**src/rtl/eh2_pkg.sv**
```systemverilog
// Shared types and constants for the debug trigger CSR block.
package eh2_pkg;

  // Core configuration bundle; only the thread count matters here.
  typedef struct packed {
    int NUM_THREADS;
  } eh2_param_t;

  localparam eh2_param_t EH2_PARAM_DEFAULT = '{NUM_THREADS: 2};

  localparam int TRIG_CNT = 4;

  localparam logic [11:0] MTSEL   = 12'h7A0;
  localparam logic [11:0] MTDATA1 = 12'h7A1;
  localparam logic [11:0] MTDATA2 = 12'h7A2;

  // Packet handed to the trigger-match logic in decode and load/store.
  typedef struct packed {
    logic        select;
    logic        match;
    logic        store;
    logic        load;
    logic        execute;
    logic        m;
    logic [31:0] tdata2;
  } eh2_trigger_pkt_t;

  // Writable/stored fields of one mtdata1 register.
  typedef struct packed {
    logic dmode;
    logic hit;
    logic select;
    logic action;
    logic chain;
    logic match;
    logic m;
    logic execute;
    logic store;
    logic load;
  } eh2_mtdata1_t;

  // Architectural mtdata1 image: type=2, maskmax=0x1F, hardwired zeros elsewhere.
  function automatic logic [31:0] mtdata1_to_csr(input eh2_mtdata1_t f);
    return {4'h2, f.dmode, 6'h1F, f.hit, f.select, 1'b0, 2'b0, 3'b0,
            f.action, f.chain, 3'b0, f.match, f.m, 1'b0, 2'b0,
            f.execute, f.store, f.load};
  endfunction

endpackage

```
**src/rtl/eh2_dec_trigger_csr_thr.sv**
```systemverilog
// Trigger CSR state for one hardware thread: mtsel, four mtdata1/mtdata2
// pairs, dmode lock and chain legality, plus this thread's read mux slice.
module eh2_dec_trigger_csr_thr
  import eh2_pkg::*;
(
  input  logic                            clk,
  input  logic                            rst_l,
  input  logic                            wen_i,       // already qualified by thread id
  input  logic [11:0]                     wraddr_i,
  input  logic [31:0]                     wrdata_i,
  input  logic                            dbg_mode_i,
  input  logic [TRIG_CNT-1:0]             hit_i,
  input  logic [11:0]                     rdaddr_i,
  output logic [31:0]                     rddata_o,
  output eh2_trigger_pkt_t [TRIG_CNT-1:0] pkt_o,
  output logic [TRIG_CNT-1:0]             chain_o,
  output logic [TRIG_CNT-1:0]             action_o
);

  logic [1:0]                     mtsel_q, mtsel_d;
  eh2_mtdata1_t [TRIG_CNT-1:0]    mtdata1_q, mtdata1_d;
  logic [TRIG_CNT-1:0][31:0]      tdata2_q, tdata2_d;

  logic [TRIG_CNT-1:0] locked;
  logic                sel_locked;
  logic                pair_locked;
  logic                wr_mtsel;
  logic                wr_mtdata1;
  logic                wr_mtdata2;
  eh2_mtdata1_t        wr_fields;

  // A dmode trigger is owned by the debugger and frozen outside debug mode.
  always_comb begin
    // NOTE: every always_comb output gets a default first so no path infers a latch.
    locked = '0;
    for (int i = 0; i < TRIG_CNT; i++) begin
      locked[i] = mtdata1_q[i].dmode & ~dbg_mode_i;
    end
  end

  assign sel_locked  = locked[mtsel_q];
  // Odd partner of the selected trigger; only meaningful when mtsel is even.
  assign pair_locked = locked[{mtsel_q[1], 1'b1}];

  assign wr_mtsel   = wen_i & (wraddr_i == MTSEL);
  assign wr_mtdata1 = wen_i & (wraddr_i == MTDATA1) & ~sel_locked;
  assign wr_mtdata2 = wen_i & (wraddr_i == MTDATA2) & ~sel_locked;

  // Legalise incoming mtdata1 fields: dmode only settable from debug mode,
  // chain only on even triggers whose odd partner is not locked.
  always_comb begin
    wr_fields         = '0;
    wr_fields.dmode   = wrdata_i[27] & dbg_mode_i;
    wr_fields.hit     = wrdata_i[20];
    wr_fields.select  = wrdata_i[19];
    wr_fields.action  = wrdata_i[12];
    wr_fields.chain   = wrdata_i[11] & ~mtsel_q[0] & ~pair_locked;
    wr_fields.match   = wrdata_i[7];
    wr_fields.m       = wrdata_i[6];
    wr_fields.execute = wrdata_i[2];
    wr_fields.store   = wrdata_i[1];
    wr_fields.load    = wrdata_i[0];
  end

  // Next state: hits set sticky status, a same-trigger mtdata1 write overrides it.
  always_comb begin
    mtsel_d   = mtsel_q;
    mtdata1_d = mtdata1_q;
    tdata2_d  = tdata2_q;
    if (wr_mtsel) begin
      mtsel_d = wrdata_i[1:0];
    end
    for (int i = 0; i < TRIG_CNT; i++) begin
      if (hit_i[i]) begin
        mtdata1_d[i].hit = 1'b1;
      end
    end
    if (wr_mtdata1) begin
      mtdata1_d[mtsel_q] = wr_fields;
    end
    if (wr_mtdata2) begin
      tdata2_d[mtsel_q] = wrdata_i;
    end
  end

  // State registers with synchronous reset.
  always_ff @(posedge clk) begin
    if (!rst_l) begin
      // NOTE: the whole trigger array is reset because its zero state is
      // architecturally visible on reads and on the match packets.
      mtsel_q   <= '0;
      mtdata1_q <= '0;
      tdata2_q  <= '0;
    end else begin
      // NOTE: non-blocking assignments so every flop samples pre-edge values.
      mtsel_q   <= mtsel_d;
      mtdata1_q <= mtdata1_d;
      tdata2_q  <= tdata2_d;
    end
  end

  // Match packets come straight from the state flops.
  always_comb begin
    pkt_o    = '0;
    chain_o  = '0;
    action_o = '0;
    for (int i = 0; i < TRIG_CNT; i++) begin
      pkt_o[i] = '{select:  mtdata1_q[i].select,
                   match:   mtdata1_q[i].match,
                   store:   mtdata1_q[i].store,
                   load:    mtdata1_q[i].load,
                   execute: mtdata1_q[i].execute,
                   m:       mtdata1_q[i].m,
                   tdata2:  tdata2_q[i]};
      chain_o[i]  = mtdata1_q[i].chain;
      action_o[i] = mtdata1_q[i].action;
    end
  end

  // Read slice for this thread, indexed by its own mtsel.
  always_comb begin
    rddata_o = '0;
    case (rdaddr_i)
      MTSEL:   rddata_o = {30'b0, mtsel_q};
      MTDATA1: rddata_o = mtdata1_to_csr(mtdata1_q[mtsel_q]);
      MTDATA2: rddata_o = tdata2_q[mtsel_q];
      default: rddata_o = '0;
    endcase
  end

endmodule

```
**src/rtl/eh2_dec_trigger_csr.sv**
```systemverilog
// Debug trigger CSR producer: per-thread trigger state, thread-id decode of
// writes and hits, and final read data selection.
module eh2_dec_trigger_csr
  import eh2_pkg::*;
#(
  parameter eh2_param_t pt = EH2_PARAM_DEFAULT
) (
  input  logic                                                clk,
  input  logic                                                rst_l,
  input  logic                                                dec_csr_wen,
  input  logic                                                dec_csr_wr_tid,
  input  logic [11:0]                                         dec_csr_wraddr,
  input  logic [31:0]                                         dec_csr_wrdata,
  input  logic                                                dec_csr_rd_tid,
  input  logic [11:0]                                         dec_csr_rdaddr,
  output logic [31:0]                                         trig_csr_rddata,
  output logic                                                trig_csr_rdhit,
  input  logic [pt.NUM_THREADS-1:0]                           dbg_mode,
  input  logic [pt.NUM_THREADS-1:0][TRIG_CNT-1:0]             trigger_hit,
  output eh2_trigger_pkt_t [pt.NUM_THREADS-1:0][TRIG_CNT-1:0] trigger_pkt_any,
  output logic [pt.NUM_THREADS-1:0][TRIG_CNT-1:0]             trigger_chain,
  output logic [pt.NUM_THREADS-1:0][TRIG_CNT-1:0]             trigger_action
);

  localparam int NT = pt.NUM_THREADS;

  // Single-thread builds force both thread ids to 0.
  logic wr_tid_eff;
  logic rd_tid_eff;
  assign wr_tid_eff = dec_csr_wr_tid & (NT > 1);
  assign rd_tid_eff = dec_csr_rd_tid & (NT > 1);

  logic [NT-1:0]       thr_wen;
  logic [NT-1:0][31:0] thr_rddata;

  for (genvar t = 0; t < NT; t++) begin : g_thr
    assign thr_wen[t] = dec_csr_wen & (wr_tid_eff == 1'(t));

    eh2_dec_trigger_csr_thr u_thr (
      .clk        (clk),
      .rst_l      (rst_l),
      .wen_i      (thr_wen[t]),
      .wraddr_i   (dec_csr_wraddr),
      .wrdata_i   (dec_csr_wrdata),
      .dbg_mode_i (dbg_mode[t]),
      .hit_i      (trigger_hit[t]),
      .rdaddr_i   (dec_csr_rdaddr),
      .rddata_o   (thr_rddata[t]),
      .pkt_o      (trigger_pkt_any[t]),
      .chain_o    (trigger_chain[t]),
      .action_o   (trigger_action[t])
    );
  end

  assign trig_csr_rdhit = (dec_csr_rdaddr == MTSEL) |
                          (dec_csr_rdaddr == MTDATA1) |
                          (dec_csr_rdaddr == MTDATA2);

  // Pick the requesting thread's read slice.
  always_comb begin
    trig_csr_rddata = '0;
    for (int t = 0; t < NT; t++) begin
      if (rd_tid_eff == 1'(t)) begin
        trig_csr_rddata = thr_rddata[t];
      end
    end
  end

endmodule

```
**config.mk**
```make
export PLATFORM = sky130hd
export DESIGN_NAME = eh2_dec_trigger_csr
export DESIGN_NICKNAME = d
export VERILOG_FILES = /design/src/rtl/eh2_pkg.sv /design/src/rtl/eh2_dec_trigger_csr_thr.sv /design/src/rtl/eh2_dec_trigger_csr.sv
export SDC_FILE = /design/constraint.sdc
export NUM_CORES = 1
export LEC_CHECK = 0
export ABC_CLOCK_PERIOD_IN_PS = 1900
export CAP_MARGIN = 20
export CORE_UTILIZATION = 55
export CTS_CLUSTER_DIAMETER = 30
export DETAILED_ROUTE_END_ITERATION = 10
export DONT_BUFFER_PORTS = 1
export GPL_TIMING_DRIVEN = 0
export PLACE_DENSITY_LB_ADDON = 0.12
export SETUP_SLACK_MARGIN = 0.2
export SLEW_MARGIN = 30
export SYNTH_ARGS = -nofsm -noshare
export SYNTH_HDL_FRONTEND = slang
export SYNTH_HIERARCHICAL = 1
export SYNTH_SLANG_ARGS = --single-unit
```
**constraint.sdc**
```tcl
create_clock -name clk -period 1.9 [get_ports clk]
set_input_delay 0.095 -clock clk [delete_from_list [all_inputs] [get_ports clk]]
set_output_delay 0.095 -clock clk [all_outputs]
set_load 0.02 [all_outputs]
```
Word-level counts from Yosys, hierarchy flattened

Cells that the tools add are included.
Widths: inputs -> output; s select.

Flip-flop bits (word level): 340
Bits in latches: 0
RAM bits: 0
ROM bits: 0
Input bits: 71
Output and inout bits: 353
Logic and storage cells: 182
Memories kept: 0

Add/subtract/negate cells: 0
Multiply operators: 0
Div/mod/pow operators: 0
$lt $le $gt $ge: 6
Equality and inequality tests: 6
Shift operators: 0
Mux-type cells: 41
Bitwise operators: 37
Reduce and logical (&&, ||, !) cells: 2

Operators by type and width:

| cell                 | number |
|---|---|
| $bwmux 128           | 2 |
| $pmux 32 s3          | 2 |
| $mux 32              | 5 |
| $bmux 32 s2          | 2 |
| $demux 32 s2         | 2 |
| $bwmux 40            | 2 |
| $mux 39              | 2 |
| $eq 12x11->1 const B | 6 |
| $bmux 10 s2          | 2 |
| $demux 10 s2         | 2 |
| $mux 10              | 4 |
| $and 1x1->1          | 26 |
| $mux 1               | 14 |
| $lt 2x3->1 const B   | 4 |
| $not 1->1            | 9 |
| $bmux 1 s2           | 2 |
| $ge 2x1->1 const B   | 2 |
| $logic_and 1x1->1    | 2 |
| $or 1x1->1           | 2 |

Longest topological paths before layout

Depth in word-level cells: 8
Mapped depth: 7
Depth with buffers taken out: 5

Modules after synthesis

The synthesis kept the hierarchy.

Modules (own cells, without submodules):

| module                                    | times used | cells each | area each (µm²) | sequential area each (µm²) |
|---|---|---|---|---|
| eh2_dec_trigger_csr_thr at g_thr[1].u_thr | 1          | 768        | 8122.8          | 3403.3 |
| eh2_dec_trigger_csr_thr at g_thr[0].u_thr | 1          | 769        | 7918.8          | 3403.3 |
| eh2_dec_trigger_csr                       | 1          | 42         | 431.7           | 0.0 |

Worst setup path after synthesis

Ideal clock, no wire load.

Kind: flip-flop to output port
Start: register g_thr[0].u_thr.mtsel_q[1]
End: output port trig_csr_rddata[3]
Arrival: 1823 ps
Required time: 1805 ps
Path slack: -18 ps
Cell stages (with the launch flop): 6
Buffers on the path: 2
Path through: dfxtp_1 buf_2 buf_2 mux4_2 nor2b_1 mux2_1

RTL lines:

| what                   | line                          | RTL |
|---|---|---|
| start, declared        | eh2_dec_trigger_csr_thr.sv:20 | `logic [1:0] mtsel_q, mtsel_d;` |
| start signal, assigned | eh2_dec_trigger_csr_thr.sv:96 | `mtsel_q <= mtsel_d;` |
| end, declared          | eh2_dec_trigger_csr.sv:16     | `output logic [31:0] trig_csr_rddata,` |

==> results.py <==
metrics = {
    "clock_network": {
        "clock-sinks": 340,
        "numCtsBuffers": 71,
        "clk-insertion-delay-late_ns": 0.56,
        "clockRootBuffer": "clkbuf_16",
        "clockBufferDepth": 3,
        "tritoncts": "yes",
        "clk_pin_slew_worst_paths_ns": 0.05,
        "htreeDepth": 3,
    },
    "setup_path": {
        "critPathMaxStageDelay_ns": 0.54,
        "critPathKind": "register to output pin",
        "r2r_start": "g_thr[1].u_thr/mtsel_q[1]",
        "cp_data_required_time_ns": 1.80,
        "rrSetupSlack_ns": -0.15,
        "crit_top_cell": "buf_12",
        "start_kind": "register",
        "cp.arrival_ns": 2.32,
        "startpoint": "g_thr[0].u_thr/mtsel_q[1]",
        "endpoint_kind": "output pin",
        "cp_max_fo": 8,
        "worstPathCellList": "buf_12 > buf_12 > mux4_2 > inv_4 > o22ai_4 > mux2_4",
        "critPathSlowestCell": "mux4_2",
    },
    "timing": {
        "fmax_ghz": 0.413,
        "setup_ws_ns": -0.520,
        "finClkSkew_ns": 0.0155,
        "slew_headroom_pct": 24.5,
        "worst_slew_pin_slew_ns": 1.13,
        "setup_viol": 208,
        "holdWs_ns": 0.0405,
        "hold_viol": 0,
        "fin_crit_ns": 2.42,
        "rsz0062_at_grt": "yes",
        "fin_crit_sh_pct": 127,
        "drv_slew": 0,
    },
    "power": {
        "ir_worst_vdd_v": 0.000771,
        "p_leak_nw": 8.92,
        "power_density_nw_per_um2": 886,
    },
    "global_route": {
        "antenna_found_initial": 8,
        "overflow": 0,
        "grt_max_degree": 14,
        "grt_pass1_vias": 14424,
        "grt_pass1_wl_mm": 96.2,
        "gr-usage-all-layers_pct": 43.3,
    },
    "drt": {
        "first_pass_iters": 6,
        "drt_iter0_drc": 1656,
        "wl_per_cell_um": 30.9,
        "drcViolationCount": 0,
        "ant_nets": 0,
        "wirelength_mm": 69.5,
        "vias": 14361,
        "vias_per_cell": 6.38,
    },
    "die": {
        "coreArea_um2": 29100,
        "io_pins": 424,
        "initial_utilization_pct": 56.6,
        "dieArea_um2": 30600,
        "die_w_um": 175,
        "num_rows": 62,
        "die_h_um": 175,
    },
    "logic_synthesis": {
        "ys_async_sr_fraction_pct": 0,
        "syn_inst": 1579,
        "synth.avg_cell_area_um2": 10.4,
        "ys_warn_count": 6,
        "synth_top_cell_area_share_pct": 41.3,
        "yosys.area.top_type": "dfxtp_1",
        "syn_area_um2": 16500,
        "netlist_top_cells_area": "dfxtp_1 41%, mux2i_1 21%, mux4_2 11%",
        "synth-seq-cells": 340,
        "synth_cell_types": 51,
        "syn_nets": 1650,
        "ys_seq_area_share_pct": 41.3,
        "ys.flop_type": "dfxtp_1",
        "synth_enable_flop_cells": 0,
    },
    "worst_hold_path": {
        "min_from": "dec_csr_wraddr[2]",
        "hp-class": "primary input to register",
    },
    "layout": {
        "area_growth_pct": 36.0,
        "fillers": 1911,
        "seqCellArea_um2": 6810,
        "multi_input_area_um2": 8780,
        "drive_gt1_share_pct": 30.4,
        "final_cell_area_um2": 22400,
        "nets": 1876,
    },
    "place": {
        "place_congestion": 0.970,
        "port_buffers": 0,
        "detailed_place.area_um2": 17000,
        "hpwlAfterDp_mm": 46.3,
    },
    "flow_run": {
        "drv_cap": 0,
    },
    "status": {
        "status": "complete, but fails checks",
        "violations": "negative setup slack",
    },
}
==> power by group <==
part / internal (mW) / switching, mW
clock: 7.92 / 4.13
sequential: 7.16 / 0.00592
combinational: 0.163 / 0.465
total: 15.2 / 4.60
==> cell usage in the layout (no fill, tap or decap), types with 20 or more instances in the layout <==
cell type	n
buf_4	95
clkbuf_1	61
mux2i_1	335
buf_6	32
inv_2	25
buf_12	53
mux2_4	32
nand2_1	391
clkbuf_16	78
dlygate4sd3_1	47
dfxtp_1	336
nor2b_1	20
buf_16	21
mux4_2	78
==> worst max-delay path: cells and delay by family, from the launching register on <==
family	cells	cell delay [ns]
buf+inv	3	0.43
flops	1	0.33
compound gates	1	0.09
mux	2	0.92
==> worst paths after layout <==
check | end | cells after the start
setup / recovery | trig_csr_rddata[6] | 6
hold / removal | g_thr[1].u_thr/chain_o[3] | 4
setup reg to reg | g_thr[1].u_thr/pkt_o[53] | 11
hold reg to reg | g_thr[0].u_thr/pkt_o[33] | 2
==> state kept, by name (all words and copies together) (netlist names) <==
signal / count
g_thr.u_thr/action_o: 8
g_thr.u_thr/chain_o: 8
g_thr.u_thr/mtdata1_q: 16
g_thr.u_thr/mtsel_q: 4
g_thr.u_thr/pkt_o: 304
==> final cells by class <==
cell class	instances	area share (%)
clock inverter	39	1.80
sequential	340	30.4
tap	384	2.14
antenna	8	0.0894
multi-input combinational	1019	39.2
buffer	176	7.59
clock buffer	89	8.63
inverter	44	0.782
timing repair buffer	153	9.37
==> logic make-up (layout without fill, tap and decap cells) <==
logic type / Yosys count / count (layout) / share of synthesized area, %
mux: 456 / 456 / 34.1
simple gates: 505 / 505 / 13.9
other cells: 0 / 8 / 0
flops: 340 / 340 / 41.3
buf+inv: 220 / 501 / 8.26
compound gates: 58 / 58 / 2.44
==> stage by stage <==
| step | power, mW | util [%] | worst slack [ns] | setup TNS (ns) | instances |
|---|---|---|---|---|---|
| 6_report | 19.8 | 77.0 | -0.520 | -28.35 | 2252 |
| 5_1_grt | 20.3 | 77.0 | -0.529 | -34.10 | 2251 |
| 4_1_cts | 19.8 | 74.5 | -0.482 | -16.22 | 2212 |
| 3_5_place_dp | 7.76 | 58.5 | -0.355 | -14.38 | 1963 |
| 3_3_place_gp | 7.75 | 58.5 | -0.329 | -12.52 | 1963 |
| 2_1_floorplan | 7.58 | - | 0.208 | 0 | 1579 |
==> repair_timing <==
action | CTS | global route
pin swaps | 15 | 20
gates cloned | 20 | 6
hold endpoints to repair | 336 | 0
endpoints found under the setup margin | 230 | 365
resized for setup | 226 | 97
hold buffers | 48 | 0
setup buffers | 53 | 26
==> Yosys cell counts, drive strengths merged, types with 6 or more instances <==
| master | instances |
|---|---|
| buf | 123 |
| nor2 | 21 |
| mux2i | 344 |
| clkbuf | 53 |
| nand4 | 7 |
| nor3b | 6 |
| nand3b | 10 |
| nand2 | 391 |
| mux4 | 78 |
| and4b | 6 |
| o21ai | 24 |
| o22ai | 16 |
| inv | 44 |
| mux2 | 34 |
| dfxtp | 340 |
| nor2b | 37 |
==> routing by layer <==
metal | up-vias | wire length, um | global-route usage [%]
li1 | 5907 | - | -
met1 | 7118 | 24300 | 50.0
met2 | 1073 | 31700 | 67.8
met3 | 261 | 8830 | 16.3
met4 | 2 | 4640 | 27.1
met5 | - | 11 | 0
Power figures use the tool's default switching activity.
